==> config.mk <==
export PLATFORM = sky130hd
export DESIGN_NAME = rc4_key_dispatch
export DESIGN_NICKNAME = d
export VERILOG_FILES = /design/src/rtl/rc4_key_dispatch.sv
export SDC_FILE = /design/constraint.sdc
export NUM_CORES = 1
export LEC_CHECK = 0
export CAP_MARGIN = 10
export CORE_MARGIN = 1
export CORE_UTILIZATION = 50
export CTS_BUF_LIST = sky130_fd_sc_hd__clkbuf_2 sky130_fd_sc_hd__clkbuf_4 sky130_fd_sc_hd__clkbuf_8
export DETAILED_ROUTE_END_ITERATION = 16
export PLACE_DENSITY_LB_ADDON = 0.05
export SYNTH_ARGS = -nofsm -noshare
export SYNTH_HDL_FRONTEND = slang
export SYNTH_SLANG_ARGS = --single-unit
==> constraint.sdc <==
create_clock -name clk -period 8.2 [get_ports clk]
set_input_delay 0.82 -clock clk [delete_from_list [all_inputs] [get_ports clk]]
set_output_delay 0.82 -clock clk [all_outputs]
set_load 0.005 [all_outputs]
==> src/rtl/rc4_key_dispatch.sv <==
// Multi-core RC4 key dispatcher: hands ascending keys from [KEY_START, KEY_END] to NUM_CORES
// decrypt cores and reports the first valid key or no_sol. Optional stats via RC4_DISPATCH_STATS_EN.
module rc4_key_dispatch #(
  parameter int KEY_W = 24,
  parameter int NUM_CORES = 4,
  parameter logic [KEY_W-1:0] KEY_START = '0,
  parameter logic [KEY_W-1:0] KEY_END = {1'b0, {(KEY_W-1){1'b1}}},
  localparam int FC_W = (NUM_CORES > 1) ? $clog2(NUM_CORES) : 1
) (
  input  logic                       clk,
  input  logic                       reset,
  input  logic                       start,
  input  logic                       enable,
  input  logic [NUM_CORES-1:0]       dc_done,
  input  logic [NUM_CORES-1:0]       dc_invalid,
  output logic [NUM_CORES*KEY_W-1:0] core_key,
  output logic [NUM_CORES-1:0]       reset_decrypt,
  output logic [NUM_CORES-1:0]       start_decrypt,
  output logic                       found,
  output logic [KEY_W-1:0]           found_key,
  output logic [FC_W-1:0]            found_core,
  output logic                       no_sol,
  output logic                       busy,
  output logic [31:0]                keys_tried
);

  typedef enum logic [2:0] {
    S_RESET_ALL,
    S_IDLE,
    S_RUN,
    S_DONE,
    S_NO_SOL,
    S_HALT
  } top_state_t;

  typedef enum logic [1:0] {
    C_IDLE,
    C_RESET,
    C_WAIT,
    C_RETIRED
  } core_state_t;

  top_state_t            state_q, state_d;
  core_state_t           core_state_q [NUM_CORES];
  core_state_t           core_state_d [NUM_CORES];
  logic [KEY_W-1:0]      core_key_q [NUM_CORES];
  logic [KEY_W-1:0]      core_key_d [NUM_CORES];
  logic [KEY_W:0]        next_key_q, next_key_d;
  logic                  found_q, found_d;
  logic                  no_sol_q, no_sol_d;
  logic [KEY_W-1:0]      found_key_q, found_key_d;
  logic [FC_W-1:0]       found_core_q, found_core_d;
  logic [NUM_CORES-1:0]  reset_decrypt_q, reset_decrypt_d;
  logic [NUM_CORES-1:0]  start_decrypt_q, start_decrypt_d;
  logic                  busy_q, busy_d;

  logic                  exhausted;
  logic [NUM_CORES-1:0]  wait_vec;
  logic [NUM_CORES-1:0]  done_acc;
  logic [NUM_CORES-1:0]  inv_acc;
  logic                  win_hit;
  logic [KEY_W-1:0]      win_key;
  logic [FC_W-1:0]       win_core;
  logic                  taken;
  logic                  all_retired;

  // The extra counter bit keeps an all-ones KEY_END from wrapping back into range.
  assign exhausted = (next_key_q > {1'b0, KEY_END});

  for (genvar gi = 0; gi < NUM_CORES; gi++) begin : g_core
    assign wait_vec[gi] = (core_state_q[gi] == C_WAIT);
    assign done_acc[gi] = wait_vec[gi] & dc_done[gi];
    assign inv_acc[gi]  = wait_vec[gi] & ~dc_done[gi] & dc_invalid[gi];
    assign core_key[gi*KEY_W +: KEY_W] = core_key_q[gi];
  end

  // Lowest-index accepted done wins; scanning downward leaves the lowest hit last.
  always_comb begin
    win_hit  = 1'b0;
    win_key  = '0;
    win_core = '0;
    for (int i = NUM_CORES - 1; i >= 0; i--) begin
      if (done_acc[i]) begin
        win_hit  = 1'b1;
        win_key  = core_key_q[i];
        win_core = FC_W'(i);
      end
    end
  end

  always_comb begin
    state_d      = state_q;
    next_key_d   = next_key_q;
    found_d      = found_q;
    no_sol_d     = no_sol_q;
    found_key_d  = found_key_q;
    found_core_d = found_core_q;
    core_state_d = core_state_q;
    core_key_d   = core_key_q;
    taken        = 1'b0;
    all_retired  = 1'b1;

    if (!enable && (state_q != S_RESET_ALL)) begin
      state_d = S_HALT;
    end else begin
      unique case (state_q)
        S_RESET_ALL: state_d = S_IDLE;
        S_IDLE: begin
          if (start) begin
            state_d    = S_RUN;
            next_key_d = {1'b0, KEY_START};
            for (int i = 0; i < NUM_CORES; i++) begin
              core_state_d[i] = C_IDLE;
            end
          end
        end
        S_RUN: begin
          for (int i = 0; i < NUM_CORES; i++) begin
            unique case (core_state_q[i])
              C_RESET: core_state_d[i] = C_WAIT;
              C_WAIT: begin
                if (!dc_done[i] && dc_invalid[i]) begin
                  core_state_d[i] = C_IDLE;
                end
              end
              C_IDLE: begin
                if (!taken) begin
                  taken = 1'b1;
                  if (!exhausted) begin
                    core_key_d[i]   = next_key_q[KEY_W-1:0];
                    core_state_d[i] = C_RESET;
                    next_key_d      = next_key_q + (KEY_W+1)'(1);
                  end else begin
                    core_state_d[i] = C_RETIRED;
                  end
                end
              end
              default: core_state_d[i] = core_state_q[i];
            endcase
          end
          for (int i = 0; i < NUM_CORES; i++) begin
            if (core_state_d[i] != C_RETIRED) begin
              all_retired = 1'b0;
            end
          end
          if (win_hit) begin
            state_d      = S_DONE;
            found_d      = 1'b1;
            found_key_d  = win_key;
            found_core_d = win_core;
          end else if (all_retired) begin
            state_d  = S_NO_SOL;
            no_sol_d = 1'b1;
          end
        end
        default: state_d = state_q;
      endcase
    end
  end

  // Core controls lag the state by one cycle and are silent outside RUN / RESET_ALL.
  always_comb begin
    reset_decrypt_d = '0;
    start_decrypt_d = '0;
    busy_d          = (state_q == S_RUN);
    for (int i = 0; i < NUM_CORES; i++) begin
      reset_decrypt_d[i] = (state_q == S_RESET_ALL) ||
                           ((state_q == S_RUN) && (core_state_q[i] == C_RESET));
      start_decrypt_d[i] = (state_q == S_RUN) && (core_state_q[i] == C_WAIT);
    end
  end

  always_ff @(posedge clk or posedge reset) begin
    if (reset) begin
      state_q         <= S_RESET_ALL;
      next_key_q      <= {1'b0, KEY_START};
      found_q         <= 1'b0;
      no_sol_q        <= 1'b0;
      found_key_q     <= '0;
      found_core_q    <= '0;
      reset_decrypt_q <= '0;
      start_decrypt_q <= '0;
      busy_q          <= 1'b0;
      for (int i = 0; i < NUM_CORES; i++) begin
        core_state_q[i] <= C_IDLE;
        core_key_q[i]   <= '0;
      end
    end else begin
      state_q         <= state_d;
      next_key_q      <= next_key_d;
      found_q         <= found_d;
      no_sol_q        <= no_sol_d;
      found_key_q     <= found_key_d;
      found_core_q    <= found_core_d;
      reset_decrypt_q <= reset_decrypt_d;
      start_decrypt_q <= start_decrypt_d;
      busy_q          <= busy_d;
      for (int i = 0; i < NUM_CORES; i++) begin
        core_state_q[i] <= core_state_d[i];
        core_key_q[i]   <= core_key_d[i];
      end
    end
  end

`ifdef RC4_DISPATCH_STATS_EN
  logic [31:0] keys_tried_q, keys_tried_d;
  logic [32:0] inv_sum;

  // Counts every accepted invalid in a cycle, saturating at all-ones.
  always_comb begin
    keys_tried_d = keys_tried_q;
    inv_sum      = {1'b0, keys_tried_q};
    if (enable && (state_q == S_IDLE) && start) begin
      keys_tried_d = '0;
    end else if (enable && (state_q == S_RUN)) begin
      for (int i = 0; i < NUM_CORES; i++) begin
        inv_sum = inv_sum + 33'(inv_acc[i]);
      end
      keys_tried_d = inv_sum[32] ? 32'hFFFF_FFFF : inv_sum[31:0];
    end
  end

  always_ff @(posedge clk or posedge reset) begin
    if (reset) begin
      keys_tried_q <= '0;
    end else begin
      keys_tried_q <= keys_tried_d;
    end
  end

  assign keys_tried = keys_tried_q;
`else
  assign keys_tried = 32'd0;
`endif

  assign reset_decrypt = reset_decrypt_q;
  assign start_decrypt = start_decrypt_q;
  assign busy          = busy_q;
  assign found         = found_q;
  assign found_key     = found_key_q;
  assign found_core    = found_core_q;
  assign no_sol        = no_sol_q;

endmodule

# --- Yosys cells after proc, flatten, opt, wreduce, memory -nomap -nowiden ---
# Index checks and enable logic that the tools add are counted.
op_classes:
  addsub: 1
  n_lt_le_gt_ge: 1
  eq_ne: 17
  n_mux: 67
  n_bitwise: 10
  n_reduce_logical: 38
op_table:
  columns: ["operator", "n"]
  rows:
  - ["$mux 25", 12]
  - ["$mux 24", 4]
  - ["$pmux 25 s2", 1]
  - ["$mux 2", 20]
  - ["$add 25x1->25 const B", 1]
  - ["$gt 25x23->1 const B", 1]
  - ["$pmux 2 s3", 4]
  - ["$mux 1", 19]
  - ["$pmux 8 s2", 1]
  - ["$reduce_and 5->1", 3]
  - ["$logic_and 1x1->1", 13]
  - ["$mux 3", 4]
  - ["$ne 2x2->1 const B", 5]
  - ["$pmux 3 s3", 1]
  - ["$reduce_and 3->1", 3]
  - ["$eq 2x1->1 const B", 4]
  - ["$eq 2x2->1 const B", 4]
  - ["$logic_not 2->1", 4]
  - ["$mux 8", 1]
  - ["$reduce_and 4->1", 2]
  - ["$not 1->1", 6]
  - ["$logic_not 1->1", 5]
  - ["$and 1x1->1", 4]
  - ["$logic_or 1x1->1", 4]
  - ["8 further kinds", 8]
totals:
  register_bits: 169
  in_bits: 12
  out_inout_bits: 165
  elab_cells: 151

# --- Longest topological paths before layout ---
# Gate-level depths: netlist of the first run.
depth:
  word_depth: 22
  ltp_mapped: 9
  depth_no_buf: 8

# --- Least setup slack after synthesis of the first run ---
# No wires, ideal clock.
synth_path:
  kind: "register -> register"
  startpoint: "register next_key_q[2]"
  endpoint: "register core_key_q (netlist bit core_key[72])"
  setup_time_ns: 0.128
  arrival_ns: 2.188
  required_ns: 8.072
  path_slack_ns: 5.884
  stages_incl_launch_ff: 10
  path_buffers: 3
  synth_period_minus_slack_ns: 2.316
  cell_sequence: "dfrtp_1 > clkbuf_1 > and4_1 > nand3_1 > nor4bb_1 > buf_2 > nor4_4 > nand3_1 > buf_2 > mux2_1"
synth_via:
  elab_chain_cells: 3
synth_lines:
  columns: ["item", "line", "text"]
  rows:
  - ["start: declaration", "48", "logic [KEY_W:0] next_key_q, next_key_d;"]
  - ["start signal: assignment", "176", "next_key_q <= {1'b0, KEY_START};"]
  - ["start signal: assignment", "190", "next_key_q <= next_key_d;"]
  - ["$gt 25x23->1", "68", "assign exhausted = (next_key_q > {1'b0, KEY_END});"]
  - ["$not 1->1 (no source line)", null, null]
  - ["$reduce_and 5->1 (no source line)", null, null]
  - ["end signal: indexed assignment", "200", "core_key_q[i] <= core_key_d[i];"]
  - ["end: declaration", "46", "logic [KEY_W-1:0] core_key_q [NUM_CORES];"]
# Every way passes these cells.
# A chain may end at the register's enable or synchronous reset.

# --- Worst setup path after layout of the first run ---
layout_path:
  startpoint: "register core_state_q[6] (netlist name)"
  endpoint: "register found_key_q[12] (netlist: found_key[12])"
layout_via:
  elab_chain_cells: 4
layout_lines:
  columns: ["item", "line", "text"]
  rows:
  - ["start: declaration", "44", "core_state_t core_state_q [NUM_CORES];"]
  - ["start signal: indexed assignment", "199", "core_state_q[i] <= core_state_d[i];"]
  - ["$eq 2x2->1 (*)", "71", "assign wait_vec[gi] = (core_state_q[gi] == C_WAIT);"]
  - ["$and 1x1->1 (*)", "72", "assign done_acc[gi] = wait_vec[gi] & dc_done[gi];"]
  - ["$mux 1", "83", "if (done_acc[i]) begin"]
  - ["$reduce_and 3->1 (no source line)", null, null]
  - ["end signal: assignment", "193", "found_key_q <= found_key_d;"]
  - ["end: declaration", "51", "logic [KEY_W-1:0] found_key_q, found_key_d;"]
# Mark *: on every way between the ends. The rest lies on a longest branch, timed or not.

==> results of run 1 <==
==> cells in the mapped netlist, drive strengths merged, types with 4 or more instances <==
library cell  number
dfrtp            169
mux2              92
nand2             54
nor2              50
buf               45
clkbuf            35
nor3              33
o41ai             26
a221oi            24
a21oi             18
nand3             15
o21ai             13
xnor2             11
and3              10
inv                9
and2               8
nand2b             8
and4               5
ha                 5
mux2i              5
nand4              5
nor4               5
or3                4
==> cells by family after synthesis <==
kind of cell             synth area share, %
AO/OA/AOI/OAI                          10.15
XOR/XNOR                               1.572
adder cells (fa/ha/maj)               0.8021
buffers and inverters                  6.047
flip-flops                             54.22
multiplexers                           13.92
other                                0.04808
AND/OR/NAND/NOR                        13.23
==> through the flow <==
stage,power (mW),cell area [µm²],instances
floorplan,0.8879,7916,719
global placement,0.8922,9240,979
finish,1.512,9677,1010
global route,1.561,9677,1010
detailed placement,0.8932,9240,979
CTS,1.525,9662,1009
==> area by class of cell <==
class	count	area share, %
Tap cell	188	2.431
Multi-Input combinational cell	461	33.44
Clock inverter	8	1.487
Clock buffer	22	2.870
Sequential cell	169	43.70
Timing Repair Buffer	153	15.67
Inverter	9	0.4008
==> registers in the layout (all words and copies together), names as in the netlist <==
register and flops:
next_key_q 25, start_decrypt 4, state_q 3, core_key 96
found_key 24, found 1, core_state_q 8, busy 1
found_core 2, reset_decrypt 4, no_sol 1
==> metal layers <==
metal / vias up / track usage (%) / part of all wire [%]
li1: 2663 / - / -
met1: 3004 / 33.91 / 44
met2: 220 / 43.76 / 50
met3: 29 / 4.386 / 5.3
met4: 0 / 9.314 / 1.5
met5: - / 0 / 0
==> where the power goes <==
part / switching, mW / total, mW / internal, mW
logic: 0.0334 / 0.0436 / 0.0102
registers: 0.0000000000000000218 / 0.832 / 0.832
clock network: 0.286 / 0.636 / 0.350
total: 0.320 / 1.51 / 1.19
==> worst paths after layout <==
check	endpoint	slack, ns	depth (start not counted)	startpoint
min in group asynchronous	found	0.86	2	reset
max in group asynchronous	found_key[10]	5.76	3	reset
hold reg to reg	no_sol	0.47	1	no_sol
setup reg to reg	found_key[12]	4.80	8	core_state_q[6]
hold / removal	no_sol	0.47	1	no_sol
setup / recovery	found_key[12]	4.80	8	core_state_q[6]
==> impl_summary.log, run 1 <==
INFO  metric status = finished clean
INFO  metric initial_antenna_violation_count = 0
INFO  metric timing.hold.worst.class = flip-flop to flip-flop
INFO  metric multiInputGateArea = 0.003236 mm²
INFO  metric achievable-frequency = 294.5 MHz
INFO  metric synth_async_sr_flop_share = 100.0%
INFO  metric critPathMostFrequentCell = nand2_1
INFO  metric clock_skew = 0.01247 ns
INFO  metric master_of_the_slowest_instance_on_the_critical_path = nand2_1
INFO  metric timing.critical_path.arrival = 3.74 ns
INFO  metric fill_cells = 1,221
INFO  metric clockBufferDepth = 2
INFO  metric cts_num_sinks = 169
INFO  metric post-synth-top-area-cell = dfrtp_1
INFO  metric leakage = 4.505 nW
INFO  metric area_of_the_core = 0.01520 mm²
INFO  metric cells_resized_by_post_cts_repair = 0
INFO  metric finish.net_count = 828
INFO  metric timing.final.ws_setup = 4.805 ns
INFO  metric gp_congestion = 0.9046
INFO  metric grt_first_pass_wirelength = 32,260 µm
INFO  metric ys.warnings.count = 0
INFO  metric fp.dieArea = 0.01610 mm²
INFO  metric type_of_the_worst_setup_path = flip-flop to flip-flop
INFO  metric ios = 177
INFO  metric layout.cells.most_common_list = dfrtp_1 (169), clkdlybuf4s50_1 (144), mux2_2 (61), nand2_1 (54), nor2_1 (49)
INFO  metric crit_path_start_kind = flip-flop
INFO  metric ctsHoldBuffers = 0
INFO  metric numCtsBuffers = 17
INFO  metric cp.required = 8.55 ns
INFO  metric antenna_cells_inserted = 0
INFO  metric num_vias = 5,916
INFO  metric die_height = 126.9 µm
INFO  metric cts_tree = done
INFO  metric postCtsSetupBuffers = 0
INFO  metric count_of_buffers_from_port_buffering = 144
INFO  metric cts.reportedPaths.clkPinSlew = 0.08 ns
INFO  metric number_of_setup_violations_in_the_final_report = 0
INFO  metric synth_area_per_cell = 11.34 µm²
INFO  metric cts_root_buf = clkbuf_8
INFO  metric drtAntennaViolNets = 0
INFO  metric place_hpwl = 13,070 µm
INFO  metric register_area = 0.004229 mm²
INFO  metric grt.total_usage = 25.98%
INFO  metric drc = 0
INFO  metric fp-row-count = 45
INFO  metric die_width = 126.9 µm
INFO  metric first_pass_iters = 6
INFO  metric utilization = 63.65%
INFO  metric sequential_area_share_after_synthesis = 54.22%
INFO  metric pre_cts_slack = 4.360 ns
INFO  metric synth_cells = 688
INFO  metric globalRouteOverflowTotal = 0
INFO  metric layout_commonest_cell = dfrtp_1
INFO  metric rsz0062_at_grt = false
INFO  metric clock_insertion_delay_worst_skew = 0.46 ns
INFO  metric layout_worst_path_cycle_share = 41.40%
INFO  metric postSynth.topFlopCell = dfrtp_1
INFO  metric critical_path.top_delay_family = simple AND/OR/NAND/NOR gates
INFO  metric synth_area = 0.007800 mm²
INFO  metric worst-path-max-fanout = 26
INFO  metric report.final.slew_viol_count = 0
INFO  metric ys_seq_elements = 169
INFO  metric power_density = 156.2 mW/mm²
INFO  metric grt_pass1_vias = 6,045
INFO  metric max_stage_delay = 0.88 ns
INFO  metric post-route-min-period = 3.395 ns
INFO  metric h-tree-depth = 4
INFO  metric grt_start_max_net_pins = 90
INFO  metric post_synth_main_area_contributors = dfrtp_1 (54%), mux2_2 (8.8%), mux2_1 (4.5%)
INFO  metric drv.max_cap_violation_count = 0
INFO  metric worstPathCellList = inv_1 -> ha_1 -> nand2_1 -> nand2_1 -> o21ai_4 -> buf_4 -> nand2_1 -> o41ai_1
INFO  metric netlist.area_leader.share = 54.22%
INFO  metric viasPerCell = 5.857
INFO  metric hold_viol = 0
INFO  metric area_added_between_synthesis_and_finish = 24.06%
INFO  metric irDropWorstVdd = 0.00008737 V
INFO  metric max_slew.worst_pin.slew = 1.297 ns
INFO  metric dr.first_iter.drc_count = 658
INFO  metric setup-tns-final = 0 ns
INFO  metric worst_slew_margin_rel = 13.46%
INFO  metric crit_path_end_kind = flip-flop
INFO  metric synth.distinct_cells = 57
INFO  metric post_route_cells_drive_above_1_share = 13.63%
INFO  metric routed_wire_length_per_instance = 19.78 µm
INFO  metric initial_core_util = 51.31%
INFO  metric number_of_synthesized_flops_with_an_enable_pin = 0
INFO  metric cp_num_buf_inv = 2
INFO  metric fin_hold_ws = 0.4718 ns
INFO  metric drt_wl_total = 19,970 µm
Power figures use the tool's default switching activity.
==> inputs of run 2 (changes only) <==
==> constraint.sdc (replaced) <==
create_clock -name clk -period 3.25 [get_ports clk]
set_input_delay 0.325 -clock clk [delete_from_list [all_inputs] [get_ports clk]]
set_output_delay 0.325 -clock clk [all_outputs]
set_load 0.005 [all_outputs]
==> run 2 against run 1 <==
  * Utilization rose by 0.99 points
  * Critical endpoint is now core_key[7]
  * Sequential cell count did not move
  * Worst hold slack got worse by 0.099 ns
  * Sequential power rose to 2.5 times the previous value
  * Highest routed layer unchanged
  * Largest power group unchanged
  * Critical path depth fell by 1
==> impl_summary.log, run 2 (synthesis results as in run 1) <==
INFO  metric status = finished clean
INFO  metric post_route_cells_drive_above_1_share = 15.38%
INFO  metric viasPerCell = 5.848
INFO  metric gp_congestion = 0.8576
INFO  metric grt.total_usage = 26.78%
INFO  metric place_hpwl = 13,500 µm
INFO  metric area_added_between_synthesis_and_finish = 25.99%
INFO  metric layout_commonest_cell = dfrtp_1
INFO  metric initial_antenna_violation_count = 0
INFO  metric crit_path_start_kind = flip-flop
INFO  metric area_of_the_core = 0.01520 mm²
INFO  metric count_of_buffers_from_port_buffering = 144
INFO  metric initial_core_util = 51.31%
INFO  metric drtAntennaViolNets = 0
INFO  metric finish.net_count = 843
INFO  metric globalRouteOverflowTotal = 0
INFO  metric fp.dieArea = 0.01610 mm²
INFO  metric ios = 177
INFO  metric first_pass_iters = 5
INFO  metric cts_tree = done
INFO  metric combinationalPowerShare = 3.1%
INFO  metric leakage = 4.574 nW
INFO  metric worst-path-max-fanout = 17
INFO  metric cts_root_buf = clkbuf_8
INFO  metric achievable-frequency = 385.2 MHz
INFO  metric fill_cells = 1,211
INFO  metric r2r_slack = 0.65 ns
INFO  metric die_width = 126.9 µm
INFO  metric clock_insertion_delay_worst_skew = 0.47 ns
INFO  metric internal-power = 2.972 mW
INFO  metric placement.cell_area = 0.009397 mm²
INFO  metric rsz0062_at_grt = false
INFO  metric place_inst = 995
INFO  metric post-route-min-period = 2.596 ns
INFO  metric timing.critical_path.arrival = 2.95 ns
INFO  metric finalInstanceArea = 0.009827 mm²
INFO  metric timing.hold.worst.class = input port to asynchronous set/reset pin
INFO  metric total_switching_power = 0.8439 mW
INFO  metric proportion_of_power_drawn_by_flip_flops_and_latches = 55.1%
INFO  metric cts.reportedPaths.clkPinSlew = 0.08 ns
INFO  metric dr.first_iter.drc_count = 425
INFO  metric cts_num_sinks = 169
INFO  metric irDropWorstVdd = 0.0002573 V
INFO  metric cp.required = 3.60 ns
INFO  metric hold_viol = 0
INFO  metric postCtsSetupBuffers = 0
INFO  metric fp-row-count = 45
INFO  metric crit_path_end_kind = flip-flop
INFO  metric layoutNonFillerInstCount = 1,027
INFO  metric setup-tns-final = 0 ns
INFO  metric drc = 0
INFO  metric num_vias = 6,006
INFO  metric die_height = 126.9 µm
INFO  metric cells_resized_by_post_cts_repair = 0
INFO  metric grt_start_max_net_pins = 118
INFO  metric number_of_setup_violations_in_the_final_report = 0
INFO  metric fin_hold_ws = 0.3726 ns
INFO  metric drt_wl_total = 20,400 µm
INFO  metric grt_pass1_vias = 5,904
INFO  metric largest_register_ffs = 96
INFO  metric power_density = 388.3 mW/mm²
INFO  metric clockBufferDepth = 2
INFO  metric numCtsBuffers = 17
INFO  metric clock_skew = 0.01648 ns
INFO  metric pre_cts_slack = 0.5778 ns
INFO  metric drv.max_cap_violation_count = 0
INFO  metric switching_share = 22.12%
INFO  metric grt_first_pass_wirelength = 33,010 µm
INFO  metric timing.final.ws_setup = 0.6540 ns
INFO  metric ctsHoldBuffers = 0
INFO  metric power.clock.fraction = 41.8%
INFO  metric type_of_the_worst_setup_path = flip-flop to flip-flop
INFO  metric routed_wire_length_per_instance = 19.86 µm
INFO  metric max_slew.worst_pin.slew = 0.8659 ns
INFO  metric layout.cells.most_common_list = dfrtp_1 (169), clkdlybuf4s50_1 (144), mux2_2 (61), nand2_1 (54), nor2_1 (49)
INFO  metric h-tree-depth = 4
INFO  metric worst_slew_margin_rel = 42.13%
INFO  metric report.final.slew_viol_count = 0
INFO  metric layout_worst_path_cycle_share = 79.88%
INFO  metric antenna_cells_inserted = 0
## run 2: cell count changes in the layout (fill, tap and decap cells not counted), moves of 2 or more
cell,change
clkinv_2,-3
clkinv_4,+2
buf_12,+3
clkinvlp_4,+4
buf_4,+13
## run 2: power groups by stage
| stage | clock network, mW | logic [mW] | registers (mW) |
|---|---|---|---|
| floorplan | 0 | 0.0974 | 2.14 |
| global placement | 0 | 0.118 | 2.14 |
| detailed placement | 0 | 0.120 | 2.14 |
| CTS | 1.63 | 0.121 | 2.10 |
| global route | 1.73 | 0.134 | 2.10 |
| finish | 1.60 | 0.118 | 2.10 |
## run 2: final timing paths
path | cells past startpoint | to | from
max | 7 | core_key[7] | next_key_q[5]
max reg2reg | 7 | core_key[7] | next_key_q[5]
min | 3 | found_key[4] | reset
max in group asynchronous | 3 | core_key[19] | reset
min in group clk | 1 | found | found
min reg2reg | 1 | found | found
## run 2: critical path, stage by stage, from the launching register on
cell	delay [ns]
dfrtp_1	0.52
and4_1	0.33
nand3_1	0.25
nor4bb_2	0.50
nor4_4	0.08
nand2_1	0.11
buf_4	0.31
mux2_2	0.39
## run 2: cell type report
type / instances / area [µm²] / share of cell area (%)
sequential: 169 / 4229 / 43.04
timing repair buffer: 168 / 1659 / 16.88
tap: 188 / 235.2 / 2.394
inverter: 9 / 37.54 / 0.3820
clock inverter: 9 / 138.9 / 1.413
multi-input combinational: 461 / 3236 / 32.93
clock buffer: 23 / 291.5 / 2.967
## run 2: layer usage
| metal | vias up | track usage (%) | part of all wire, % |
|---|---|---|---|
| li1 | 2711 | - | - |
| met1 | 3078 | 37.10 | 46 |
| met2 | 198 | 42.57 | 48 |
| met3 | 19 | 5.314 | 4.4 |
| met4 | 0 | 8.473 | 1.3 |
| met5 | - | 0 | 0 |
## run 2: metrics by stage
| step | util [%] | power (mW) |
|---|---|---|
| 2_1_floorplan | - | 2.241 |
| 3_3_place_gp | 61.81 | 2.261 |
| 3_5_place_dp | 61.81 | 2.263 |
| 4_1_cts | 64.64 | 3.850 |
| 5_1_grt | 64.64 | 3.961 |
| 6_report | 64.64 | 3.815 |
==> RTL edit, RTL diff (flow settings as in run 2) <==
Add a define of `RC4_DISPATCH_STATS_EN`.
--- a/src/rtl/rc4_key_dispatch.sv
+++ b/src/rtl/rc4_key_dispatch.sv
@@ -1,5 +1,7 @@
 // Multi-core RC4 key dispatcher: hands ascending keys from [KEY_START, KEY_END] to NUM_CORES
 // decrypt cores and reports the first valid key or no_sol. Optional stats via RC4_DISPATCH_STATS_EN.
+`define RC4_DISPATCH_STATS_EN
+
 module rc4_key_dispatch #(
   parameter int KEY_W = 24,
   parameter int NUM_CORES = 4,
Function: same outputs for any inputs over 4 cycles, from zero or initial values and one cycle with reset high; that may be too few to reach the edited logic, so the function may still have changed.
==> RTL edit against run 2 <==
Sequential cell count is 32 higher; routed wire length is 28% higher; area after synthesis grew 23%; cell area increased by 28%; synthesized cell count rose by 26%; critical path type unchanged; largest cell class unchanged; global-route usage increased by 0.066 points; clock power up 59%; setup slack got worse by 0.56 ns; total power increased by 36%.
==> RTL edit: results (changes against run 2) <==
- Die area: 0.0197 sq mm (+22%)
- Post-synth top cells: sky130_fd_sc_hd__dfrtp_1, sky130_fd_sc_hd__nor2_1, sky130_fd_sc_hd__nand2_1
- Global routing usage on met1: 0.385 (+0.0144)
- End of the critical path: keys_tried[19]$_DFFE_PP0P_
- Wire length on met2: 12000 microns (+21%)
- Number of nets in the final layout: 1096 (+30%)
- Buffers from clock root to sink, at most: 3 (+1)
- Multi-input combinational gate total: 596 (+29%)
- Headroom to the max-slew limit: 0.478 (+0.0565)
- Number of global-route vias before repair: 7578 (+28%)
- Global routing met2 resource utilization: 0.414 (-0.0115)
- Post-placement setup slack: -0.496 ns (-1.07 ns)
- Final Skew: 0.0203 ns (+0.00378 ns)
- Number of clock buffers in the layout: 55 (+140%)
- Wire length of the first global-routing pass: 41600 microns (+26%)
- Result of the run: complete, no violations
- Overall fraction of global-route tracks in use: 0.268 (+0.000657)
- Clock insertion delay at the later pin of the skew report: 0.53 ns (+0.06 ns)
- Slowest cell on crit path: sky130_fd_sc_hd__fa_1
- Vias after detailed routing: 7889 (+31%)
- Worst-case reg-to-reg path depth: 13 (+6)
- Number of cells in the finished layout apart from fillers: 1334 (+30%)
- Non-Filler Cell Area, Final: 0.0126 sq mm (+28%)
- Top cells by area, synth: sky130_fd_sc_hd__dfrtp_1, sky130_fd_sc_hd__mux2_2, sky130_fd_sc_hd__nor2_1, sky130_fd_sc_hd__mux2_4, sky130_fd_sc_hd__nand2_1
- Seq/Total Area, Yosys: 0.525 (-0.0172)
- Area used by multi-input combinational logic: 0.00425 sq mm (+31%)
- Combined flip-flop and latch cell area: 0.00503 sq mm (+19%)
- Xor/xnor share of the synthesized area: 0.0128 (-0.00292)
RTL edit: changes by cell type after synthesis, sizes merged, moves of 9 or more:
| cell | before | now |
|---|---|---|
| a21oi | 18 | 35 |
| buf | 45 | 25 |
| dfrtp | 169 | 201 |
| inv | 9 | 18 |
| nand2 | 54 | 74 |
| nand4 | 5 | 22 |
| nor2 | 50 | 79 |
| o21ai | 13 | 27 |
| xnor2 | 11 | 2 |
| xor2 | 3 | 12 |
RTL edit: report_power, final:
part / internal, W / total, W / switching [W]
logic: 0.0000442 / 0.000129 / 0.0000846
clock network: 0.00152 / 0.00254 / 0.00102
registers: 0.00251 / 0.00253 / 0.0000154
total: 0.00408 / 0.00520 / 0.00112
